File: src/rtl/hazard_ctrl_unit_pkg.sv
// -----------------------------------------------------------------------------
// hazard_ctrl_unit_pkg
// Shared definitions for the hazard controller of the 5-stage MIPS pipeline:
// controller state encoding and the NOP instruction word that the IF/ID flush
// path loads in place of the squashed instruction.
// -----------------------------------------------------------------------------
package hazard_ctrl_unit_pkg;

  localparam logic [1:0] ST_RUN    = 2'd0;
  localparam logic [1:0] ST_DRAIN  = 2'd1;
  localparam logic [1:0] ST_HALTED = 2'd2;

  // sll $0,$0,0 -- the canonical MIPS NOP, loaded into IF/ID on flush.
  localparam logic [31:0] NOP_INSTR = 32'h0000_0000;

endpackage

File: src/rtl/hazard_reg_match.sv
// -----------------------------------------------------------------------------
// hazard_reg_match
// Combinational source/destination register comparator.
// Ports:
//   src_rs_i  - rs index of the instruction in ID
//   src_rt_i  - rt index of the instruction in ID
//   uses_rt_i - ID instruction actually reads rt
//   dst_i     - destination index of the older instruction
//   match_o   - 1 when the ID instruction depends on dst_i
// -----------------------------------------------------------------------------
module hazard_reg_match
  import hazard_ctrl_unit_pkg::*;
#(
  parameter int NB_REG = 5
) (
  input  logic [NB_REG-1:0] src_rs_i,
  input  logic [NB_REG-1:0] src_rt_i,
  input  logic              uses_rt_i,
  input  logic [NB_REG-1:0] dst_i,
  output logic              match_o
);

  // $0 is hard-wired to zero, so a write to it never creates a dependency.
  assign match_o = (dst_i != '0) &&
                   ((src_rs_i == dst_i) || (uses_rt_i && (src_rt_i == dst_i)));

endmodule

File: src/rtl/hazard_ctrl_unit.sv
// -----------------------------------------------------------------------------
// hazard_ctrl_unit
// Hazard controller beside the decode stage. Detects load-use and
// branch-in-ID operand hazards, flushes IF/ID on taken branches, drains and
// freezes the pipeline on HALT, and counts hazard stall cycles (saturating).
// Ports:
//   clock_i, reset_i            - clock, asynchronous active-high reset
//   id_*                        - operand/control info of the ID instruction
//   ex_*, mem_*                 - destination info of the EX / MEM instructions
//   resume_i                    - debug restart request (honoured in HALTED)
//   pc_write_o, if_id_write_o   - PC and IF/ID load enables
//   if_id_flush_o               - replace IF/ID with NOP
//   stall_o                     - insert bubble into ID/EX
//   halted_o                    - pipeline drained and frozen
//   stall_count_o               - hazard stall cycles since reset
// -----------------------------------------------------------------------------
module hazard_ctrl_unit
  import hazard_ctrl_unit_pkg::*;
#(
  parameter int NB_REG       = 5,
  parameter int DRAIN_CYCLES = 4,
  parameter int NB_CNT       = 16
) (
  input  logic              clock_i,
  input  logic              reset_i,
  input  logic [NB_REG-1:0] id_rs_i,
  input  logic [NB_REG-1:0] id_rt_i,
  input  logic              id_uses_rt_i,
  input  logic              id_is_branch_i,
  input  logic              id_branch_taken_i,
  input  logic              id_halt_i,
  input  logic              ex_mem_read_i,
  input  logic              ex_reg_write_i,
  input  logic [NB_REG-1:0] ex_write_reg_i,
  input  logic              mem_mem_read_i,
  input  logic [NB_REG-1:0] mem_write_reg_i,
  input  logic              resume_i,
  output logic              pc_write_o,
  output logic              if_id_write_o,
  output logic              if_id_flush_o,
  output logic              stall_o,
  output logic              halted_o,
  output logic [NB_CNT-1:0] stall_count_o
);

  localparam int NB_DRN = (DRAIN_CYCLES > 1) ? $clog2(DRAIN_CYCLES) : 1;
  localparam logic [NB_DRN-1:0] DRAIN_LOAD = NB_DRN'(DRAIN_CYCLES - 1);

  function automatic logic [NB_CNT-1:0] sat_inc(input logic [NB_CNT-1:0] v);
    return (&v) ? v : v + NB_CNT'(1);
  endfunction

  logic ex_match;
  logic mem_match;
  logic lu, bex, bmem, haz;

  logic [1:0]        state_q, state_d;
  logic [NB_DRN-1:0] drain_cnt_q, drain_cnt_d;
  logic [NB_CNT-1:0] stall_cnt_q, stall_cnt_d;

  hazard_reg_match #(.NB_REG(NB_REG)) u_ex_match (
    .src_rs_i  (id_rs_i),
    .src_rt_i  (id_rt_i),
    .uses_rt_i (id_uses_rt_i),
    .dst_i     (ex_write_reg_i),
    .match_o   (ex_match)
  );

  hazard_reg_match #(.NB_REG(NB_REG)) u_mem_match (
    .src_rs_i  (id_rs_i),
    .src_rt_i  (id_rt_i),
    .uses_rt_i (id_uses_rt_i),
    .dst_i     (mem_write_reg_i),
    .match_o   (mem_match)
  );

  // Branches resolve in ID, so they also wait on an ALU result still in EX
  // and on a load result still in MEM.
  assign lu   = ex_mem_read_i & ex_match;
  assign bex  = id_is_branch_i & ex_reg_write_i & ex_match;
  assign bmem = id_is_branch_i & mem_mem_read_i & mem_match;
  assign haz  = lu | bex | bmem;

  // State register
  always_ff @(posedge clock_i or posedge reset_i) begin
    if (reset_i) begin
      state_q     <= ST_RUN;
      drain_cnt_q <= '0;
      stall_cnt_q <= '0;
    end else begin
      state_q     <= state_d;
      drain_cnt_q <= drain_cnt_d;
      stall_cnt_q <= stall_cnt_d;
    end
  end

  // Next-state logic
  always_comb begin
    state_d     = state_q;
    drain_cnt_d = drain_cnt_q;
    stall_cnt_d = stall_cnt_q;
    case (state_q)
      ST_RUN: begin
        if (haz) begin
          stall_cnt_d = sat_inc(stall_cnt_q);
        end else if (id_halt_i) begin
          state_d     = ST_DRAIN;
          drain_cnt_d = DRAIN_LOAD;
        end
      end
      ST_DRAIN: begin
        if (drain_cnt_q == '0) begin
          state_d = ST_HALTED;
        end else begin
          drain_cnt_d = drain_cnt_q - NB_DRN'(1);
        end
      end
      ST_HALTED: begin
        if (resume_i) begin
          state_d = ST_RUN;
        end
      end
      default: state_d = ST_RUN;
    endcase
  end

  // Output logic
  always_comb begin
    pc_write_o    = 1'b1;
    if_id_write_o = 1'b1;
    if_id_flush_o = 1'b0;
    stall_o       = 1'b0;
    halted_o      = 1'b0;
    case (state_q)
      ST_RUN: begin
        if (haz) begin
          // ID operands are stale: branch/halt decisions wait for the retry.
          pc_write_o    = 1'b0;
          if_id_write_o = 1'b0;
          stall_o       = 1'b1;
        end else if (id_halt_i) begin
          // HALT moves on to EX; the fetched instruction behind it is killed.
          pc_write_o    = 1'b0;
          if_id_flush_o = 1'b1;
        end else if (id_branch_taken_i) begin
          if_id_flush_o = 1'b1;
        end
      end
      ST_DRAIN: begin
        pc_write_o    = 1'b0;
        if_id_write_o = 1'b0;
        stall_o       = 1'b1;
      end
      ST_HALTED: begin
        pc_write_o    = 1'b0;
        if_id_write_o = 1'b0;
        stall_o       = 1'b1;
        halted_o      = 1'b1;
      end
      default: ;
    endcase
  end

  assign stall_count_o = stall_cnt_q;

endmodule

File: config.mk
export PLATFORM = sky130hd
export DESIGN_NAME = hazard_ctrl_unit
export DESIGN_NICKNAME = d
export VERILOG_FILES = /design/src/rtl/hazard_ctrl_unit_pkg.sv /design/src/rtl/hazard_reg_match.sv /design/src/rtl/hazard_ctrl_unit.sv
export SDC_FILE = /design/constraint.sdc
export NUM_CORES = 1
export LEC_CHECK = 0
export BUFFER_PORTS_ARGS = -buffer_cell sky130_fd_sc_hd__clkbuf_2
export CAP_MARGIN = 20
export CORE_ASPECT_RATIO = 1.75
export CORE_MARGIN = 2
export CORE_UTILIZATION = 53
export CTS_CLUSTER_DIAMETER = 40
export DETAILED_ROUTE_END_ITERATION = 8
export GPL_ROUTABILITY_DRIVEN = 0
export PLACE_DENSITY = 0.85
export SYNTH_ARGS = -nofsm -noshare
export SYNTH_HDL_FRONTEND = slang
export SYNTH_HIERARCHICAL = 1
export SYNTH_SLANG_ARGS = --single-unit
File: constraint.sdc
create_clock -name clock_i -period 2.5 [get_ports clock_i]
set_input_delay 0.25 -clock clock_i [delete_from_list [all_inputs] [get_ports clock_i]]
set_output_delay 0.25 -clock clock_i [all_outputs]
set_load 0.01 [all_outputs]
==> impl_metrics.ini <==
[worst_setup_path]
crit_path_max_incr_delay_ns = 0.31
start_kind = input port
cp_data_required_time_ns = 2.25
crit_fanout = 4
worstSetupEndpointType = output pin
critPathKind = in2out
cp_slowest_cell = nor4_2
arrival_ns = 1.83
path_cells = clkbuf_2 -> xor2_1 -> nor4_2 -> nand3_1 -> a21oi_1 -> nand3_1 -> o22ai_2 -> nor2_1 -> nor2_1 -> clkbuf_2

[timing]
fin_crit_sh_pct = 83.4
finalSetupViolCount = 0
skew_ns = 0.00619
finalHoldViolCount = 0
max_freq_mhz = 480
slew_viol_final = 0
rsz0062_at_grt = false
relSlewSlack_pct = 50.9
period_needed_ns = 2.08
fin_tns_setup_ns = 0
worst_slew_pin_slew_ns = 0.735

[route]
met3_length_um = 174
drt_first_pass_iters = 4
met1_length_mm = 1.14
drtIter0Drc = 12
wl_met2_mm = 1.75
drt-vias-per-instance = 5.58
vias = 1234
routed.top_layer = met4
ant_nets = 0
wl_per_cell_um = 14.5
drc = 0
routed_wl_mm = 3.21

[global_routing]
grt_pass1_vias = 1284
overflow = 0
track_usage_pct = 23.4
grt_pass1_wl_mm = 5.35
grt_max_degree = 21
antenna_found_initial = 0

[floorplanning]
die_area_um2 = 3030
die_w_um = 42.5
die_h_um = 71.3
row_count = 24
io_pins = 51
fp.coreArea_um2 = 2460
start_util_pct = 55.7

[logic_synthesis]
synthCells = 141
syn_area_um2 = 1370
ys_warn_count = 6
yosysSeqAreaShare_pct = 36.5
synth_nets = 177
ys_seq_elements = 20
syn_avg_cell_area_um2 = 9.73
synthDistinctLibCells = 32

[clocking]
cts_hold_buf = 0
htreeDepth = 1
clockRootBuffer = clkbuf_8
cts_buffers = 3
clk_pin_slew_ns = 0.08
cts_setup_buffers = 0
cts.path.max_buffers = 2
worstSkewPairLatency_ns = 0.27
cts.sinks = 20
ctsResizeCount = 0
cts_tree = yes

[run_status]
status = completed

[pwr]
power_density_nw_per_um2 = 743
irDropWorstVdd_uv = 319
p_leak_nw = 0.926

[place]
io_buffers = 50
hpwlAfterDp_mm = 2.70

[cells_and_area]
num_antenna_cells = 0
layout-drive-gt1-share_pct = 32.8
area_growth_pct = 25.8
utilization_pct = 70.1
num-nets-final = 232

[min_path]
hold_path.class = in2async

[flow_run]
max-cap-violations = 0
-- cells by family (layout without fill, tap and decap cells) --
kind of cell               count (synthesis)  count (layout)  share of synthesized area (%)
AOI/OAI and AO/OA                         16              16                           9.03
xor gates and xnor gates                  35              35                           22.4
adders and majority gates                  6               6                           5.47
buffers and inverters                      8              62                           2.19
DFF                                       20              20                           36.5
muxes                                      2               2                           1.82
and+or+nand+nor                           54              54                           22.6
-- path summary, 6_finish.rpt --
path,startpoint,to,slack (ns),cells past startpoint
min in group clock_i,resume_i,state_q[0],0.39,3
max reg2reg,state_q[0],stall_count_o[14],0.61,7
min,reset_i,stall_count_o[1],0.08,2
max,mem_write_reg_i[4],stall_o,0.42,10
min reg2reg,stall_count_o[5],stall_count_o[5],0.50,1
max in group asynchronous,reset_i,stall_count_o[12],1.95,2
-- worst max-delay path: cells and delay by family --
kind / cells / cell delay (ns)
AOI/OAI and AO/OA: 2 / 0.41
buffers and inverters: 2 / 0.25
xor gates and xnor gates: 1 / 0.17
and+or+nand+nor: 5 / 0.75
-- metrics by stage --
step / power, W / hold WS, ns / area [um2] / setup WS, ns / std cells
after global routing: 0.00135 / 0.163 / 1730 / 0.234 / 221
after floorplan: 0.000764 / 0.214 / 1370 / 0.638 / 141
after detailed placement: 0.000957 / 0.394 / 1650 / 0.296 / 217
after CTS: 0.00129 / 0.108 / 1730 / 0.421 / 221
final: 0.00128 / 0.0783 / 1730 / 0.415 / 221
after global placement: 0.000931 / 0.379 / 1650 / 0.422 / 217
-- Yosys cell counts --
cell | n | area share (%)
o22a_1 | 1 | 0.64
and4_1 | 1 | 0.64
o21ai_0 | 2 | 0.73
nand3_1 | 11 | 4.0
nor4_2 | 2 | 1.8
inv_1 | 8 | 2.2
a2bb2oi_1 | 2 | 1.3
nand2b_1 | 3 | 1.4
nand4_1 | 2 | 0.91
o22ai_2 | 1 | 0.91
nand4_2 | 1 | 0.91
o22ai_1 | 2 | 0.91
or2_4 | 1 | 0.64
a31oi_1 | 1 | 0.46
mux2i_1 | 1 | 0.73
xnor2_1 | 11 | 7.0
o2bb2ai_1 | 1 | 0.64
a21oi_1 | 4 | 1.5
o211ai_2 | 1 | 0.91
o21a_4 | 1 | 1.1
nor3b_2 | 1 | 0.91
nor3_1 | 5 | 1.8
nor2_1 | 11 | 3.0
nand2_1 | 7 | 1.9
xor2_1 | 24 | 15
mux2_4 | 1 | 1.1
dfrtp_1 | 20 | 36
or4_1 | 2 | 1.1
and4_4 | 1 | 0.82
ha_1 | 6 | 5.5
and2_1 | 1 | 0.46
and3_1 | 5 | 2.3
-- layout make-up --
type | count | area, um2
multi-input combinational | 113 | 841
clock buffer | 3 | 41.3
timing repair buffer | 50 | 250
clock inverter | 1 | 30.0
inverter | 8 | 30.0
tap | 26 | 32.5
sequential | 20 | 500
fill | 187 | 737
-- report_power, final --
part           switching [W]  internal (W)
sequential         0.0000492      0.000371
clock               0.000114      0.000214
combinational       0.000298      0.000236
total               0.000462      0.000820
-- layer usage --
metal	track usage, %	vias to the layer above
met5	0	-
met4	17.4	0
met3	3.27	13
met2	42.9	58
met1	22.7	565
li1	-	598
-- sequential cells by signal, summed over array words and instances (netlist names) --
register	flops
drain_cnt_q	2
state_q	2
stall_count_o	16
-- layout by cell type (no fill, tap or decap) --
cell type   n
clkbuf_2   50
xor2_1     24
dfrtp_1    20
nor2_1     11
nand3_1    11
xnor2_1    11
inv_1       8
nand2_1     7
ha_1        6
and3_1      5
nor3_1      5
a21oi_1     4
nand2b_1    3
clkbuf_8    3
o21ai_0     2
a2bb2oi_1   2
o22ai_1     2
nand4_1     2
nor4_2      2
or4_1       2
nand4_2     1
and4_1      1
o22ai_2     1
nor3b_2     1
a31oi_1     1
o22a_1      1
or2_4       1
o21a_4      1
mux2_4      1
and2_1      1
o211ai_2    1
o2bb2ai_1   1
mux2i_1     1
and4_4      1
bufinv_16   1
No activity file was read; power rests on OpenSTA's default activity.
